[config.mk]
export PLATFORM = sky130hd
export DESIGN_NAME = shift_arbiter
export DESIGN_NICKNAME = d
export VERILOG_FILES = /design/src/rtl/shift_pkg.sv /design/src/rtl/barrel_shifter.sv /design/src/rtl/shift_arbiter.sv
export SDC_FILE = /design/constraint.sdc
export NUM_CORES = 1
export LEC_CHECK = 0
export CORE_UTILIZATION = 55
export DETAILED_ROUTE_END_ITERATION = 12
export GPL_TIMING_DRIVEN = 0
export PLACE_DENSITY_LB_ADDON = 0.08
export SLEW_MARGIN = 20
export SYNTH_ARGS = -nofsm -noshare
export SYNTH_HDL_FRONTEND = slang
export SYNTH_SLANG_ARGS = --single-unit
[constraint.sdc]
create_clock -name clk -period 6.4 [get_ports clk]
set_input_delay 0.96 -clock clk [delete_from_list [all_inputs] [get_ports clk]]
set_output_delay 0.96 -clock clk [all_outputs]
set_load 0.01 [all_outputs]
[src/rtl/shift_pkg.sv]
// Shared definitions for the shift datapath: op encodings, default widths and
// the result-slot state type used by shift_arbiter.
package shift_pkg;

  localparam int SH_DW = 32;
  localparam int SH_AW = 5;

  localparam logic [1:0] SH_LSL = 2'd0;
  localparam logic [1:0] SH_LSR = 2'd1;
  localparam logic [1:0] SH_ASR = 2'd2;
  localparam logic [1:0] SH_ROR = 2'd3;

  typedef logic [0:0] state_t;
  localparam state_t EMPTY = 1'b0;
  localparam state_t FULL  = 1'b1;

endpackage

[src/rtl/barrel_shifter.sv]
// Combinational barrel shifter: logical left/right, arithmetic right and
// rotate right, with the op codes bound by the instantiating module.
module barrel_shifter #(
  parameter int         DW   = 32,
  parameter int         AW   = 5,
  parameter logic [1:0] lo_l = 2'd0,
  parameter logic [1:0] lo_r = 2'd1,
  parameter logic [1:0] al_r = 2'd2,
  parameter logic [1:0] ci_r = 2'd3
) (
  input  logic [DW-1:0] data,
  input  logic [AW-1:0] amt,
  input  logic [1:0]    op,
  output logic [DW-1:0] result
);

  logic [2*DW-1:0] rot;

  assign rot = {data, data} >> amt;

  // NOTE: result gets a default first so no path through the case leaves it unassigned (no latch).
  always_comb begin
    result = data;
    case (op)
      lo_l:    result = data << amt;
      lo_r:    result = data >> amt;
      al_r:    result = $signed(data) >>> amt;
      ci_r:    result = rot[DW-1:0];
      default: result = data;
    endcase
  end

endmodule

[src/rtl/shift_arbiter.sv]
// Round-robin arbiter sharing one barrel_shifter between two requesters, with a
// single registered result slot. Define SHIFT_ARB_PERF_EN to add perf counters.
module shift_arbiter
  import shift_pkg::*;
#(
  parameter int DW = SH_DW,
  parameter int AW = SH_AW,
  parameter int TW = 4
) (
  input  logic          clk,
  input  logic          rst_n,
  input  logic          req0_valid,
  output logic          req0_ready,
  input  logic [DW-1:0] req0_data,
  input  logic [AW-1:0] req0_amt,
  input  logic [1:0]    req0_op,
  input  logic [TW-1:0] req0_tag,
  input  logic          req1_valid,
  output logic          req1_ready,
  input  logic [DW-1:0] req1_data,
  input  logic [AW-1:0] req1_amt,
  input  logic [1:0]    req1_op,
  input  logic [TW-1:0] req1_tag,
  output logic          res_valid,
  input  logic          res_ready,
  output logic [DW-1:0] res_data,
  output logic [TW-1:0] res_tag,
  output logic          res_src
`ifdef SHIFT_ARB_PERF_EN
  ,
  input  logic          perf_clr,
  output logic [31:0]   perf_grant0,
  output logic [31:0]   perf_grant1,
  output logic [31:0]   perf_stall
`endif
);

  state_t        state;
  logic          last_grant;
  logic          can_accept;
  logic          acc0, acc1, accept;
  logic [DW-1:0] sel_data, sh_out;
  logic [AW-1:0] sel_amt;
  logic [1:0]    sel_op;

  assign can_accept = (state == EMPTY) | res_ready;

  // Each ready looks only at the other port's valid, so a requester's ready never
  // depends on its own valid; the round-robin tie-break still admits one accept.
  assign req0_ready = can_accept & (~req1_valid | last_grant);
  assign req1_ready = can_accept & (~req0_valid | ~last_grant);

  assign acc0   = req0_valid & req0_ready;
  assign acc1   = req1_valid & req1_ready;
  assign accept = acc0 | acc1;

  assign sel_data = acc1 ? req1_data : req0_data;
  assign sel_amt  = acc1 ? req1_amt  : req0_amt;
  assign sel_op   = acc1 ? req1_op   : req0_op;

  barrel_shifter #(
    .DW   (DW),
    .AW   (AW),
    .lo_l (SH_LSL),
    .lo_r (SH_LSR),
    .al_r (SH_ASR),
    .ci_r (SH_ROR)
  ) u_shifter (
    .data   (sel_data),
    .amt    (sel_amt),
    .op     (sel_op),
    .result (sh_out)
  );

  assign res_valid = (state == FULL);

  // NOTE: state is updated with <= only, so every flop samples pre-edge values.
  always_ff @(posedge clk or negedge rst_n) begin
    if (!rst_n) begin
      state      <= EMPTY;
      last_grant <= 1'b1;
      res_data   <= '0;
      res_tag    <= '0;
      res_src    <= 1'b0;
    end else if (accept) begin
      state      <= FULL;
      last_grant <= acc1;
      res_data   <= sh_out;
      res_tag    <= acc1 ? req1_tag : req0_tag;
      res_src    <= acc1;
    end else if ((state == FULL) && res_ready) begin
      state <= EMPTY;
    end
  end

`ifdef SHIFT_ARB_PERF_EN
  logic stall;

  assign stall = (req0_valid | req1_valid) & ~accept;

  // A clear in the same cycle as an increment takes precedence.
  always_ff @(posedge clk or negedge rst_n) begin
    if (!rst_n) begin
      perf_grant0 <= '0;
      perf_grant1 <= '0;
      perf_stall  <= '0;
    end else if (perf_clr) begin
      perf_grant0 <= '0;
      perf_grant1 <= '0;
      perf_stall  <= '0;
    end else begin
      perf_grant0 <= perf_grant0 + 32'(acc0);
      perf_grant1 <= perf_grant1 + 32'(acc1);
      perf_stall  <= perf_stall + 32'(stall);
    end
  end
`endif

endmodule
Word level (Yosys, flattened, before mapping) --
Index checks and enable logic that the tools add are counted.
Operators by class: equal/unequal tests 3, shifts and indexed selects 4, muxes and demuxes 7, bitwise logic cells 12, reduce and logical (&&, ||, !) cells 3
Operator list (count):
- $pmux 32 s4 | 1
- $shr 64x5->32 | 1
- $mux 32 | 1
- $shl 32x5->32 | 1
- $shr 32x5->32 | 1
- $sshr 32x5->32 | 1
- $mux 5 | 1
- $and 1x1->1 | 4
- $eq 2x2->1 const B | 2
- $mux 4 | 1
- $not 1->1 | 4
- $or 1x1->1 | 4
- $eq 2x1->1 const B | 1
- $logic_not 2->1 | 1
- $mux 1 | 2
- $mux 2 | 1
- $reduce_bool 2->1 | 1
- $logic_and 1x1->1 | 1
Word-level totals: register bits after elaboration 39, input port bits 91, output and inout port bits 40, logic and storage cells 34

Longest topological paths before layout --
word-level depth 7, depth in mapped cells 11, depth with buffers taken out 7

Cells and area by module --
Synthesis repeated with hierarchy kept, for this count alone.
Unflattened totals: cell total of the unflattened synthesis 931, area total of the unflattened synthesis 8276.7 um^2
Modules (own cells, without submodules):
- barrel_shifter | times used 1, cells an instance 782, area an instance 5934.4 um^2, sequential area each 0.0 um^2
- shift_arbiter | times used 1, cells an instance 149, area an instance 2342.2 um^2, sequential area each 977.2 um^2

Worst setup path after synthesis --
Ideal clock, no wire load.
kind input-to-reg, from input req0_amt[1], to register res_data[18], library setup time 0.134 ns, arrival time 2.864 ns, data required time 6.266 ns, slack 3.402 ns, cell stages on the path 9, path buffers 3, cell sequence buf_4 -> buf_2 -> buf_1 -> mux4_2 -> mux2_2 -> mux2i_1 -> o22ai_1 -> a2111oi_2 -> a21oi_1
Between the ends: longest elaborated chain between the ends 3, elaborated cells on any way between the ends 6, those cells by class shift (4); mux (2)
Ends and longest elaborated chain:
- start, declared | line shift_arbiter.sv:15 | input logic [AW-1:0] req0_amt,
- $mux 5 (*) | line shift_arbiter.sv:58 | assign sel_amt = acc1 ? req1_amt : req0_amt;
- $shr 64x5->32, or another cell as far along | line barrel_shifter.sv:19 | assign rot = {data, data} >> amt;
- $pmux 32 s4 (*) | line barrel_shifter.sv:24 | case (op)
- end signal, assigned | line shift_arbiter.sv:88 | res_data <= sh_out;
- end, declared | line shift_arbiter.sv:26 | output logic [DW-1:0] res_data,
Mark *: on every way between the ends. The rest lies on a longest branch, timed or not. A chain may end at the register's enable or synchronous reset.

Worst setup path in the final report --
from input req0_amt[0], to register res_data[9]
The elaborated chain is that of the path after synthesis.

==> qor.yml <==
status: "complete, no violations"
final_area_um2: 11080
seq_area_frac_synth: 0.1046
period_minus_slack_ps: 4356
ys_types: 82
clock_sinks: 39
rsz0062_at_grt: "false"
path_cells: "clkdlybuf4s50_1 -> buf_4 -> buf_4 -> mux4_2 -> nor2_1 -> a22oi_1 -> o21ai_1 -> o22ai_1 -> a221oi_1 -> o21ai_1"
critPathMaxFanout: 10
worst_pin_slew_ps: 1218
ir_drop_v: 0.0001616
setup_tns_ps: 0
cts_tree: "yes"
grt_pass1_vias: 10850
fillCellCount: 1406
yosysWarnings: 0
synth_area_um2: 9346
cp.required_ps: 6570
fin_crit_sh: 0.6807
globalplace.congestion: 1.163
synthSimpleGateAreaFrac: 0.1399
critPathArrivalTime_ps: 4530
die_x_um: 132.4
hold_viol: 0
muxShareOfSynthArea: 0.4471
placed_area_um2: 10890
dr_total_vias: 11630
io_buffers: 125
synth_seq_cells: 39
drive_above_1_share: 0.2150
grt_max_degree: 32
synthAdderAreaFrac: 0
setup_violations: 0
fin_skew_ps: 5.601
cts_max_path_buffers: 2
multiInputGateArea_um2: 7659
postRouteAntennaNets: 0
synth_edf_count: 0
cts_root_buf: "clkbuf_16"
wirelength_mm: 49.53
drt_iter0_drc: 2630
synthTopCellsByArea: "mux4_2, mux2i_1, dfrtp_1"
cts_hold_buf: 0
fin_nets: 1248
syn_inst: 1024
cts_post_setup_buffers_inserted: 0
synth-async-reset-ratio: 1.000
antenna_found_initial: 3
final_common_cell: "mux2i_1"
powerDensity_nw_per_um2: 179.9
layout_common_cells: "mux2i_1, clkdlybuf4s50_1, mux4_2"
die_h_um: 132.4
synth_top_family_by_area: "multiplexers"
max_cap_viol_count: 0
ios: 131
start_util: 0.5636
critPathLaunchType: "primary input"
path_class: "in2reg"
power_leakage_nw: 4.183
synthToLayoutAreaGrowth_pct: 18.57
yosysTopAreaCellShare: 0.2337
cts_htree_levels: 2
core.rowCount: 47
grt_pass1_wl_mm: 72.89
hp-class: "reg2reg"
avgSynthCellArea_um2: 9.127
drc: 0
grt_remaining_overflow: 0
cts_inserted_buffers: 5
max_stage_delay_ps: 610
cpMaxStageDelayCell: "clkdlybuf4s50_1"
slew_headroom: 0.1828
core-area_um2: 16580
syn_nets: 1115
yosys.area.top_type: "mux4_2"
fmax_mhz: 229.5
synthFlopType: "dfrtp_1"
clkTransAtPathRegs_ps: 60
grt.total_usage: 0.5709
cp_num_buf_inv: 3
synth-xor-area-share: 0
insertion_delay_ps: 310
cts_resized: 0
synth_compound_area_frac: 0.2324
wl_per_cell_um: 35.89
dr.pass1.iters: 7
crit_family: "compound AO/OA/AOI/OAI gates"
critPathCaptureType: "flip-flop"
hpwl_mm: 37.38
slew_viol_final: 0
via_per_inst: 8.428
final-seq-area_um2: 977.2
dieArea_um2: 17520
worst reg2reg max path: stages (launching register included):
cell and delay (ps):
dfstp_2 550, nand2_1 240, nand3_1 200, buf_4 260
mux2i_1 740, nand2_1 320, nor2_1 710, o211ai_1 260
nor4bb_1 200
metrics by stage:
step                      cells  hold WS [ps]    util  worst slack (ps)  power, mW
after floorplan            1024         488.1       -              3402      1.042
after global placement     1369         459.8  0.6557              1933      1.546
after detailed placement   1370         483.1  0.6566              1931      1.557
after CTS                  1378         493.7  0.6679              2211      1.888
after global routing       1378         504.7  0.6679              1871      2.019
final                      1380         485.7  0.6683              2044      1.994
synth_stat cells (7+ instances only):
library cell	n
a211oi_1	18
a21o_1	8
a21oi_1	38
a221o_1	7
a221oi_1	9
a22oi_1	9
a31oi_1	33
buf_1	7
buf_2	48
buf_4	14
buf_6	13
clkbuf_1	31
dfrtp_1	38
inv_1	11
mux2_2	46
mux2i_1	125
mux4_1	8
mux4_2	97
nand2_1	82
nand3_1	31
nand4_1	10
nor2_1	74
nor3_1	24
nor4_1	11
o211ai_1	17
o21ai_0	51
o21ai_1	9
o221ai_1	11
o22ai_1	16
o31ai_1	12
kinds of logic after synthesis:
group                  count (synthesis)
and+or+nand+nor                      272
AOI/OAI and AO/OA                    307
muxes                                277
buffers and inverters                129
DFF                                   39
power by group:
part / total (mW) / internal (mW) / leakage, nW / switching, mW
clock network: 0.341 / 0.224 / 0.0911 / 0.117
logic: 1.32 / 0.524 / 3.63 / 0.796
registers: 0.333 / 0.301 / 0.463 / 0.0315
total: 1.99 / 1.05 / 4.18 / 0.945
sequential cells by signal, summed over array words and instances (netlist names):
signal,flops
res_data,32
res_src,1
last_grant,1
res_valid,1
res_tag,4
metal layers:
metal	GRT usage	vias to the layer above	share of wire
li1	-	4450	-
met1	0.6793	5312	0.32
met2	0.8193	1435	0.40
met3	0.2288	431	0.16
met4	0.4451	2	0.11
met5	0.01389	-	0.00032
path summary, 6_finish.rpt:
path | from | to | slack [ps] | cells after the start
max in group asynchronous | rst_n | res_data[9]$_DFFE_PN0P_ | 5450 | 2
min | res_data[30]$_DFFE_PN0P_ | res_data[30]$_DFFE_PN0P_ | 490 | 2
min reg2reg | res_data[30]$_DFFE_PN0P_ | res_data[30]$_DFFE_PN0P_ | 490 | 2
max | req0_amt[0] | res_data[9]$_DFFE_PN0P_ | 2040 | 10
max reg2reg | last_grant$_DFFE_PN1P_ | res_data[28]$_DFFE_PN0P_ | 2810 | 8
min in group asynchronous | rst_n | res_tag[1]$_DFFE_PN0P_ | 500 | 1
cell type report:
cell class                      count  area share
Multi-Input combinational cell    856      0.6911
Antenna cell                        2   0.0004516
Timing Repair Buffer              126      0.1143
Clock buffer                        6     0.01163
Clock inverter                      2    0.005419
Sequential cell                    39     0.08818
Inverter                           15    0.005081
Tap cell                          220     0.02484
Buffer                            114     0.05905
Note: power is estimated with default switching activity, not from simulation.
